--- src/rtl/wash_pkg.sv ---
// wash_pkg: shared definitions for the washing-machine program sequencer.
//   - phase codes shown on the phase display (tp)
//   - program-select codes accepted on mod1
//   - sequencer mode enum (idle / running / paused / finished)
//   - next_phase(): successor phase within a program, DONE after the last one
//   - first_phase(): entry phase of a program
package wash_pkg;

    localparam logic [3:0] PH_IDLE   = 4'd0;
    localparam logic [3:0] PH_FILL   = 4'd1;
    localparam logic [3:0] PH_WASH   = 4'd2;
    localparam logic [3:0] PH_DRAIN  = 4'd3;
    localparam logic [3:0] PH_RFILL  = 4'd4;
    localparam logic [3:0] PH_RINSE  = 4'd5;
    localparam logic [3:0] PH_RDRAIN = 4'd6;
    localparam logic [3:0] PH_SPIN   = 4'd7;
    localparam logic [3:0] PH_DONE   = 4'd8;

    localparam logic [2:0] PROG_FULL       = 3'd0; // fill..spin
    localparam logic [2:0] PROG_QUICK      = 3'd1; // fill, wash, drain
    localparam logic [2:0] PROG_NO_SPIN    = 3'd2; // full cycle without spin
    localparam logic [2:0] PROG_RINSE_SPIN = 3'd3; // rinse cycle + spin
    localparam logic [2:0] PROG_SPIN_ONLY  = 3'd4; // spin alone
    localparam logic [2:0] PROG_LAST       = PROG_SPIN_ONLY;

    typedef enum logic [1:0] {
        ST_IDLE,
        ST_RUN,
        ST_PAUSE,
        ST_DONE
    } seq_state_t;

    function automatic logic [3:0] next_phase(input logic [2:0] prog, input logic [3:0] phase);
        logic [3:0] nxt;
        nxt = PH_DONE;
        case (phase)
            PH_FILL:   nxt = PH_WASH;
            PH_WASH:   nxt = PH_DRAIN;
            PH_DRAIN:  nxt = (prog == PROG_QUICK) ? PH_DONE : PH_RFILL;
            PH_RFILL:  nxt = PH_RINSE;
            PH_RINSE:  nxt = PH_RDRAIN;
            PH_RDRAIN: nxt = (prog == PROG_NO_SPIN) ? PH_DONE : PH_SPIN;
            default:   nxt = PH_DONE;
        endcase
        return nxt;
    endfunction

    function automatic logic [3:0] first_phase(input logic [2:0] prog);
        logic [3:0] ph;
        case (prog)
            PROG_RINSE_SPIN: ph = PH_RFILL;
            PROG_SPIN_ONLY:  ph = PH_SPIN;
            default:         ph = PH_FILL;
        endcase
        return ph;
    endfunction

endpackage

--- src/rtl/wash_tick_div.sv ---
// wash_tick_div: time-unit prescaler. Counts enabled cycles and emits a
// one-cycle tick on every DIV-th one. While en is low the count is frozen,
// so a paused program resumes exactly where it left off.
//   clk   : clock
//   rst_n : asynchronous active-low reset
//   en    : count this cycle
//   clr   : force the count back to zero (has priority over en)
//   tick  : high during the enabled cycle that completes a time unit
module wash_tick_div #(
    parameter int DIV = 1
) (
    input  logic clk,
    input  logic rst_n,
    input  logic en,
    input  logic clr,
    output logic tick
);
    localparam int CW = (DIV > 1) ? $clog2(DIV) : 1;
    localparam logic [CW-1:0] LAST = CW'(DIV - 1);

    logic [CW-1:0] cnt_reg;

    assign tick = en && (cnt_reg == LAST);

    always_ff @(posedge clk or negedge rst_n) begin
        if (!rst_n) begin
            cnt_reg <= '0;
        end else if (clr) begin
            cnt_reg <= '0;
        end else if (en) begin
            cnt_reg <= tick ? '0 : cnt_reg + CW'(1);
        end
    end
endmodule

--- src/rtl/wash_seq_ctrl.sv ---
// wash_seq_ctrl: washing-machine program sequencer.
// Latches a program, then steps through its phases counting down the phase
// time (Tm) and total time (Tt). The start button toggles run/pause.
//   ts        : clock
//   p         : power, asynchronous active-low reset
//   mod, mod1 : program-load strobe and program select (0..4)
//   s         : start/pause button, rising-edge detected
//   Tt, Tm    : total / phase time units remaining
//   li..ld    : one-hot phase lights, only while running
//   tp        : phase code
//   run, done : counting / completed
module wash_seq_ctrl
    import wash_pkg::*;
#(
    parameter int TICK_DIV = 1,
    parameter int T_FILL   = 2,
    parameter int T_WASH   = 9,
    parameter int T_DRAIN  = 2,
    parameter int T_RINSE  = 6,
    parameter int T_SPIN   = 5
) (
    input  logic       ts,
    input  logic       p,
    input  logic       mod,
    input  logic [2:0] mod1,
    input  logic       s,
    output logic [5:0] Tt,
    output logic [4:0] Tm,
    output logic       li,
    output logic       lw,
    output logic       lo,
    output logic       lr,
    output logic       ld,
    output logic [3:0] tp,
    output logic       run,
    output logic       done
);
    localparam logic [5:0] TOT_FULL  = 6'(2*T_FILL + T_WASH + 2*T_DRAIN + T_RINSE + T_SPIN);
    localparam logic [5:0] TOT_QUICK = 6'(T_FILL + T_WASH + T_DRAIN);
    localparam logic [5:0] TOT_NOSPN = 6'(2*T_FILL + T_WASH + 2*T_DRAIN + T_RINSE);
    localparam logic [5:0] TOT_RINSP = 6'(T_FILL + T_RINSE + T_DRAIN + T_SPIN);
    localparam logic [5:0] TOT_SPIN  = 6'(T_SPIN);

    function automatic logic [5:0] prog_total(input logic [2:0] pr);
        logic [5:0] t;
        case (pr)
            PROG_FULL:       t = TOT_FULL;
            PROG_QUICK:      t = TOT_QUICK;
            PROG_NO_SPIN:    t = TOT_NOSPN;
            PROG_RINSE_SPIN: t = TOT_RINSP;
            PROG_SPIN_ONLY:  t = TOT_SPIN;
            default:         t = 6'd0;
        endcase
        return t;
    endfunction

    function automatic logic [4:0] phase_dur(input logic [3:0] ph);
        logic [4:0] d;
        case (ph)
            PH_FILL, PH_RFILL:   d = 5'(T_FILL);
            PH_WASH:             d = 5'(T_WASH);
            PH_DRAIN, PH_RDRAIN: d = 5'(T_DRAIN);
            PH_RINSE:            d = 5'(T_RINSE);
            PH_SPIN:             d = 5'(T_SPIN);
            default:             d = 5'd0;
        endcase
        return d;
    endfunction

    seq_state_t state_reg, state_next;
    logic [3:0] phase_reg, phase_next;
    logic [5:0] tt_reg, tt_next;
    logic [4:0] tm_reg, tm_next;
    logic [2:0] prog_reg, prog_next;
    logic       s_q_reg;

    logic       s_edge;
    logic       load_ok;
    logic       tick_en;
    logic       tick_clr;
    logic       tick;
    logic [3:0] nxt_ph;

    assign s_edge  = s & ~s_q_reg;
    assign load_ok = mod && (mod1 <= PROG_LAST) &&
                     (state_reg == ST_IDLE || state_reg == ST_DONE);
    // A pause edge freezes the prescaler in the same cycle, so a coinciding
    // tick is neither applied nor lost from the count.
    assign tick_en  = (state_reg == ST_RUN) && !s_edge;
    assign tick_clr = (state_reg == ST_IDLE) || (state_reg == ST_DONE);
    assign nxt_ph   = next_phase(prog_reg, phase_reg);

    wash_tick_div #(.DIV(TICK_DIV)) u_tick_div (
        .clk   (ts),
        .rst_n (p),
        .en    (tick_en),
        .clr   (tick_clr),
        .tick  (tick)
    );

    always_ff @(posedge ts or negedge p) begin
        if (!p) begin
            state_reg <= ST_IDLE;
            phase_reg <= PH_IDLE;
            tt_reg    <= '0;
            tm_reg    <= '0;
            prog_reg  <= '0;
            s_q_reg   <= 1'b0;
        end else begin
            state_reg <= state_next;
            phase_reg <= phase_next;
            tt_reg    <= tt_next;
            tm_reg    <= tm_next;
            prog_reg  <= prog_next;
            s_q_reg   <= s;
        end
    end

    always_comb begin
        state_next = state_reg;
        phase_next = phase_reg;
        tt_next    = tt_reg;
        tm_next    = tm_reg;
        prog_next  = prog_reg;
        if (load_ok) begin
            // A load beats a simultaneous button edge.
            prog_next  = mod1;
            tt_next    = prog_total(mod1);
            tm_next    = 5'd0;
            phase_next = PH_IDLE;
            state_next = ST_IDLE;
        end else begin
            case (state_reg)
                ST_IDLE: begin
                    // Tt is zero until a program is latched, so this also
                    // blocks starts after power-up.
                    if (s_edge && tt_reg != 6'd0) begin
                        phase_next = first_phase(prog_reg);
                        tm_next    = phase_dur(first_phase(prog_reg));
                        state_next = ST_RUN;
                    end
                end
                ST_RUN: begin
                    if (s_edge) begin
                        state_next = ST_PAUSE;
                    end else if (tick) begin
                        if (tt_reg != 6'd0) begin
                            tt_next = tt_reg - 6'd1;
                        end
                        if (tm_reg > 5'd1) begin
                            tm_next = tm_reg - 5'd1;
                        end else if (nxt_ph == PH_DONE) begin
                            phase_next = PH_DONE;
                            tm_next    = 5'd0;
                            tt_next    = 6'd0;
                            state_next = ST_DONE;
                        end else begin
                            phase_next = nxt_ph;
                            tm_next    = phase_dur(nxt_ph);
                        end
                    end
                end
                ST_PAUSE: begin
                    if (s_edge) begin
                        state_next = ST_RUN;
                    end
                end
                ST_DONE: begin
                    if (s_edge) begin
                        phase_next = PH_IDLE;
                        tt_next    = prog_total(prog_reg);
                        state_next = ST_IDLE;
                    end
                end
                default: state_next = ST_IDLE;
            endcase
        end
    end

    assign Tt   = tt_reg;
    assign Tm   = tm_reg;
    assign tp   = phase_reg;
    assign run  = (state_reg == ST_RUN);
    assign done = (state_reg == ST_DONE);
    assign li   = run && (phase_reg == PH_FILL || phase_reg == PH_RFILL);
    assign lw   = run && (phase_reg == PH_WASH);
    assign lo   = run && (phase_reg == PH_DRAIN || phase_reg == PH_RDRAIN);
    assign lr   = run && (phase_reg == PH_RINSE);
    assign ld   = run && (phase_reg == PH_SPIN);
endmodule

--- config.mk ---
export PLATFORM = sky130hd
export DESIGN_NAME = wash_seq_ctrl
export DESIGN_NICKNAME = d
export VERILOG_FILES = /design/src/rtl/wash_pkg.sv /design/src/rtl/wash_tick_div.sv /design/src/rtl/wash_seq_ctrl.sv
export SDC_FILE = /design/constraint.sdc
export NUM_CORES = 1
export LEC_CHECK = 0
export ABC_CLOCK_PERIOD_IN_PS = 2570
export CAP_MARGIN = 25
export CORE_ASPECT_RATIO = 0.5
export CORE_MARGIN = 10
export CORE_UTILIZATION = 40
export CTS_CLUSTER_SIZE = 24
export DETAILED_ROUTE_END_ITERATION = 16
export GPL_TIMING_DRIVEN = 0
export SKIP_LAST_GASP = 1
export SLEW_MARGIN = 0
export SYNTH_ARGS = -nofsm -noshare
export SYNTH_HDL_FRONTEND = slang
export SYNTH_HIERARCHICAL = 1
export SYNTH_SLANG_ARGS = --single-unit
--- constraint.sdc ---
create_clock -name ts -period 2.57 [get_ports ts]
set_clock_uncertainty 0.1 [all_clocks]
set_input_delay 0.514 -clock ts [delete_from_list [all_inputs] [get_ports ts]]
set_output_delay 0.514 -clock ts [all_outputs]
set_load 0.01 [all_outputs]
---- Yosys cells after proc, flatten, opt, wreduce, memory -nomap -nowiden ----
Cells that the tools add are included.
operators by class
  reductions and logical operators ........ 28
  eq/ne operators ......................... 42
  bitwise logic cells ..................... 3
  magnitude comparators ................... 2
  $add $sub $neg .......................... 3
  multiplexer cells ....................... 45
operator list
  kind                                                   number
  one-hot mux 5 bit (5 select lines)                     2
  equality test 4 x 3 -> 1 bit, second input constant    12
  2-to-1 mux 4 bit                                       12
  2-to-1 mux 6 bit                                       7
  one-hot mux 4 bit (4 select lines)                     2
  2-to-1 mux 5 bit                                       5
  equality test 4 x 2 -> 1 bit, second input constant    6
  one-hot mux 4 bit (6 select lines)                     1
  2-to-1 mux 2 bit                                       8
  equality test 3 x 2 -> 1 bit, second input constant    4
  equality test 4 x 1 -> 1 bit, second input constant    3
  one-hot mux 4 bit (3 select lines)                     1
  one-hot mux 6 bit (2 select lines)                     1
  AND reduction 6 bit                                    2
  logical AND 1 bit                                      10
  one-hot mux 5 bit (2 select lines)                     1
  inequality test 4 x 1 -> 1 bit, second input constant  2
  one-hot mux 2 bit (4 select lines)                     1
  AND reduction 4 bit                                    2
  OR reduction 4 bit                                     2
  equality test 3 x 1 -> 1 bit, second input constant    2
  equality test 3 bit, second input constant             2
  logical NOT 3 bit                                      2
  inequality test 3 x 1 -> 1 bit, second input constant  2
  22 further kinds                                       31
storage, ports and cells
  input port bits ......................... 7
  register bits ........................... 22

---- Longest topological paths before layout ----
  depth after elaboration ................. 12
  mapped depth ............................ 11

---- Hierarchy ----
The synthesis kept the hierarchy.
by module, submodules not included
  module         area an instance (um^2)  times used  seq. area each (um^2)  cells each
  wash_seq_ctrl  1923.1                   1           525.5                  243
  wash_tick_div  46.3                     1           25.0                   3

---- Worst setup path after synthesis ----
OpenSTA, ideal clock, no wires.
  path type ............................... flip-flop to flip-flop
  from .................................... reg state_reg[1]
  to ...................................... reg tm_reg[4] (netlist: Tm[4])
  arrival time ............................ 2.401 ns
  data required time ...................... 2.401 ns
  stages on the path, launching flop included .. 12
  slack ................................... 0.000 ns
  period minus slack after synthesis ...... 2.570 ns
  cell sequence ........................... dfrtp_1 > inv_1 > ha_1 > buf_2 > inv_1 > nor2_1 > and2b_2 > nor2b_1 > a221o_1 > buf_6 > or4_1 > nand3_1
between the ends
  cells in the longest elaborated chain, start to end .. 5
  elaborated cells between the ends (all ways) .. 14
  those cells by class .................... eq/ne (5); mux (2); reduce/logical (7)
RTL lines
  what                                      line                  RTL
  from (decl)                               wash_seq_ctrl.sv:70   seq_state_t state_reg, state_next;
  from (signal assigned)                    wash_seq_ctrl.sv:110  state_reg <= state_next;
  equality test 2 x 1 -> 1 bit              -
  named net run                             wash_seq_ctrl.sv:35   output logic run,
  logical AND 1 bit                         wash_seq_ctrl.sv:89   assign tick_en = (state_reg == ST_RUN) && !s_edge;
  named net tick_en                         wash_seq_ctrl.sv:79   logic tick_en;
  logical AND 1 bit                         wash_tick_div.sv:23   assign tick = en && (cnt_reg == LAST);
  named net tick                            wash_seq_ctrl.sv:81   logic tick;
  inequality test 3 x 1 -> 1 bit (no line)  -
  AND reduction 4 bit (no line)             -
  to (signal assigned)                      wash_seq_ctrl.sv:113  tm_reg <= tm_next;
  to (decl)                                 wash_seq_ctrl.sv:73   logic [4:0] tm_reg, tm_next;
The timed path passes the listed nets, and every way through them passes these cells.
A chain may end at the register's enable or synchronous reset.

---- Final worst setup path ----
  from .................................... reg state_reg[1]
  to ...................................... out li
between the ends
  cells in the longest elaborated chain, start to end .. 2
RTL lines
  what                          line                  RTL
  equality test 2 x 1 -> 1 bit  wash_seq_ctrl.sv:183  assign run = (state_reg == ST_RUN);
  logical AND 1 bit             wash_seq_ctrl.sv:185  assign li = run && (phase_reg == PH_FILL || phase_reg == PH_RFILL);
  to (decl)                     wash_seq_ctrl.sv:29   output logic li,
Every way passes these cells.

==> qor.csv <==
metric,value,unit
Hold Path Stages,1,
Slew @ Worst Pin,0.584,ns
fraction of the mapped netlist area in adder cells,6.35,%
Antenna Nets Post-Route,0,
Ports,29,
depth of the CTS H-tree,1,
Max Cap Violations,0,
number of port buffers,28,
post-synth cell types,63,
vias in the first global route,1900,
Worst R2R Start,state_reg[1]$_DFFE_PN0P_,
Clock Latency Late Sink,0.27,ns
core area,0.00457,sq mm
root buffer cell,clkbuf_8,
Routed WL per cell,16.5,um
Starting Density,43.1,%
Worst Hold Slack,0.433,ns
path depth of the worst reg2reg path,12,
Internal,0.00174,W
synth top area cells,"dfrtp_1 28%, ha_1 6.4%, nand2_1 5.5%",
global-route wire length before repair,9640,um
leak pwr,1.10,nW
gate count of the mapped netlist,246,
NetSw,0.00167,W
"Warnings, synthesis",6,
Avg Inst Size Synth,8.01,sq um
Slew HR,60.1,%
drt first pass iters,4,
Comb power frac,73.4,%
RSZ-0062 raised after global routing,false,
post-layout minimum cycle time,2.51,ns
die height,69.6,um
nets@finish,307,
Die Span X,119,um
CP required,1.96,ns
Peak VDD IR,0.519,mV
worst-path maximum fanout,5,
RePlAce Congestion,0.887,
part of the power in registers,19.7,%
vias per inst,5.67,
1st-iter DRT viols,160,
number of flops mapped to enable cells by yosys,0,
hpwl dp,4310,um
placed cell area,0.00236,sq mm
Critical Path Sink Type,primary output,
Residual DRC,0,
"Reg clk slew, reported paths",0.09,ns
Final period util,97.6,%
Clock power frac,6.8,%
largest net degree at the start of global routing,16,
proportion of layout cells with a drive suffix above 1,17.4,%
mux share of post-synthesis cell area,3.30,%
row count,17,
die area,0.00830,sq mm
Hold Fails Final Rpt,0,
highest clock rate,399,MHz
Hold Crit Class,register to register,
Main synth FF type,dfrtp_1,
grt total ovfl,0,
Mapped Nets,263,
max reg flops,6,
CTS Buffer Depth,2,
Netlist Area Pre-Place,0.00197,sq mm
asr flop ratio synth,100,%
Post-CTS Hold Fix Bufs,0,
"commonest non-fill, non-tap cell in the layout",nand2_1,
final setup fails,0,
register area share after synthesis,28.0,%
Critical Path Start Type,register,
design area,0.00253,sq mm
HP Start,u_tick_div/cnt_reg$_DFFE_PN0P_,
final core occ,55.4,%
main combinational cell family by area after synthesis,simple AND/OR/NAND/NOR gates,
post-synthesis compound-gate area fraction,25.7,%
Via Count,2006,
"Worst Path Class, Setup",register to primary output,
aggregate routed wire length,5830,um
Yosys reg bits,22,
area grow syn2layout,28.6,%
outcome,"complete, no violations",
most frequent cells in the layout,"29 x nand2_1, 24 x clkdlybuf4s50_1, 21 x dfrtp_1",
Ant. Diodes,0,
antenna violations before repair,0,
area share of xor/xnor cells in the synthesized design,0.889,%
CTS tree,done,
Yosys top cell area share,28.0,%
CTS buffer count,3,
sw frac,49.0,%
overall power,0.00341,W
Critical path origin,state_reg[1]$_DFFE_PN0P_,
worst endpoint data arrival time,1.89,ns
Simple-Gate Fraction of Synth Area,29.7,%
clk sinks,22,
"Slew Viols, Final",0,
Total GRT Usage,13.6,%
pwr dens,1350,mW/mm^2
Yosys top cell by area,dfrtp_1,
-- cells in the mapped netlist, drive strengths merged (3+ instances only) --
cell and count:
a21o 3, a21oi 15, a22o 3, a311oi 3, buf 7, clkbuf 6
dfrtp 22, ha 10, inv 13, mux2 4, nand2 29, nand2b 8
nand3 8, nand3b 4, nand4 3, nor2 23, nor2b 4, nor3 6
o21ai 18, o31ai 7, o41ai 4, or2 3, or3 5
-- power groups by stage --
| stage | Combinational (W) | Sequential, W | Clock (W) |
|---|---|---|---|
| floorplan | 0.00153 | 0.000668 | 0 |
| global placement | 0.00225 | 0.000652 | 0 |
| detailed placement | 0.00226 | 0.000654 | 0 |
| CTS | 0.00242 | 0.000653 | 0.000233 |
| global route | 0.00276 | 0.000701 | 0.000249 |
| finish | 0.00250 | 0.000673 | 0.000232 |
-- area by class of cell --
| type | count | area (sq um) |
|---|---|---|
| multi-input cells | 198 | 1340 |
| repair buffers | 40 | 385 |
| flip-flops and latches | 22 | 552 |
| well taps | 66 | 82.6 |
| clock buffers | 3 | 41.3 |
| fillers | 458 | 2040 |
| plain buffers | 12 | 77.6 |
| inverters | 13 | 52.6 |
-- final timing paths --
check	slack [ns]	end
hold reg to reg	0.43	u_tick_div/cnt_reg$_DFFE_PN0P_
min in group asynchronous	0.46	s_q_reg$_DFF_PN0_
hold / removal	0.43	u_tick_div/cnt_reg$_DFFE_PN0P_
max in group asynchronous	1.45	state_reg[0]$_DFFE_PN0P_
setup reg to reg	0.10	Tm[4]$_DFFE_PN0P_
setup / recovery	0.06	li
-- metal layers --
metal / share of wire [%] / wire length (um) / track usage (%)
met1: 50 / 2910 / 19.2
met3: 7.9 / 460 / 3.72
met2: 41 / 2420 / 19.7
met5: 0 / 0 / 0
met4: 0.81 / 47 / 3.06
-- per-stage QoR --
stage	TNS [ns]	std cells	worst slack, ns
floorplan	0	246	0.000400
global placement	-4.33	340	-0.443
detailed placement	-3.76	341	-0.424
CTS	0	350	0.00485
global route	0	354	0.00651
finish	0	354	0.0618
-- what timing repair did --
item / 4_1_cts / 5_1_grt
setup buffers: 6 / 5
gates resized for setup: 18 / 4
endpoints found under the hold margin: 0 / 0
pin swaps: 0 / 1
endpoints found under the setup margin: 19 / 11
-- cells by family (layout without fill, tap and decap cells) --
family                     count (synthesis)  after routing
adders and majority gates                 10             10
muxes                                      6              6
xor gates and xnor gates                   2              2
buffers and inverters                     26             68
AOI/OAI and AO/OA                         72             72
DFF                                       22             22
and+or+nand+nor                          108            108
-- critical path, stage by stage, from the launching register on --
cell and delay [ns]:
dfrtp_1 0.41, inv_2 0.08, ha_4 0.15, buf_8 0.12
nand2b_1 0.12, nor3_1 0.17, clkdlybuf4s50_1 0.57
(Power assumes the default switching activity.)
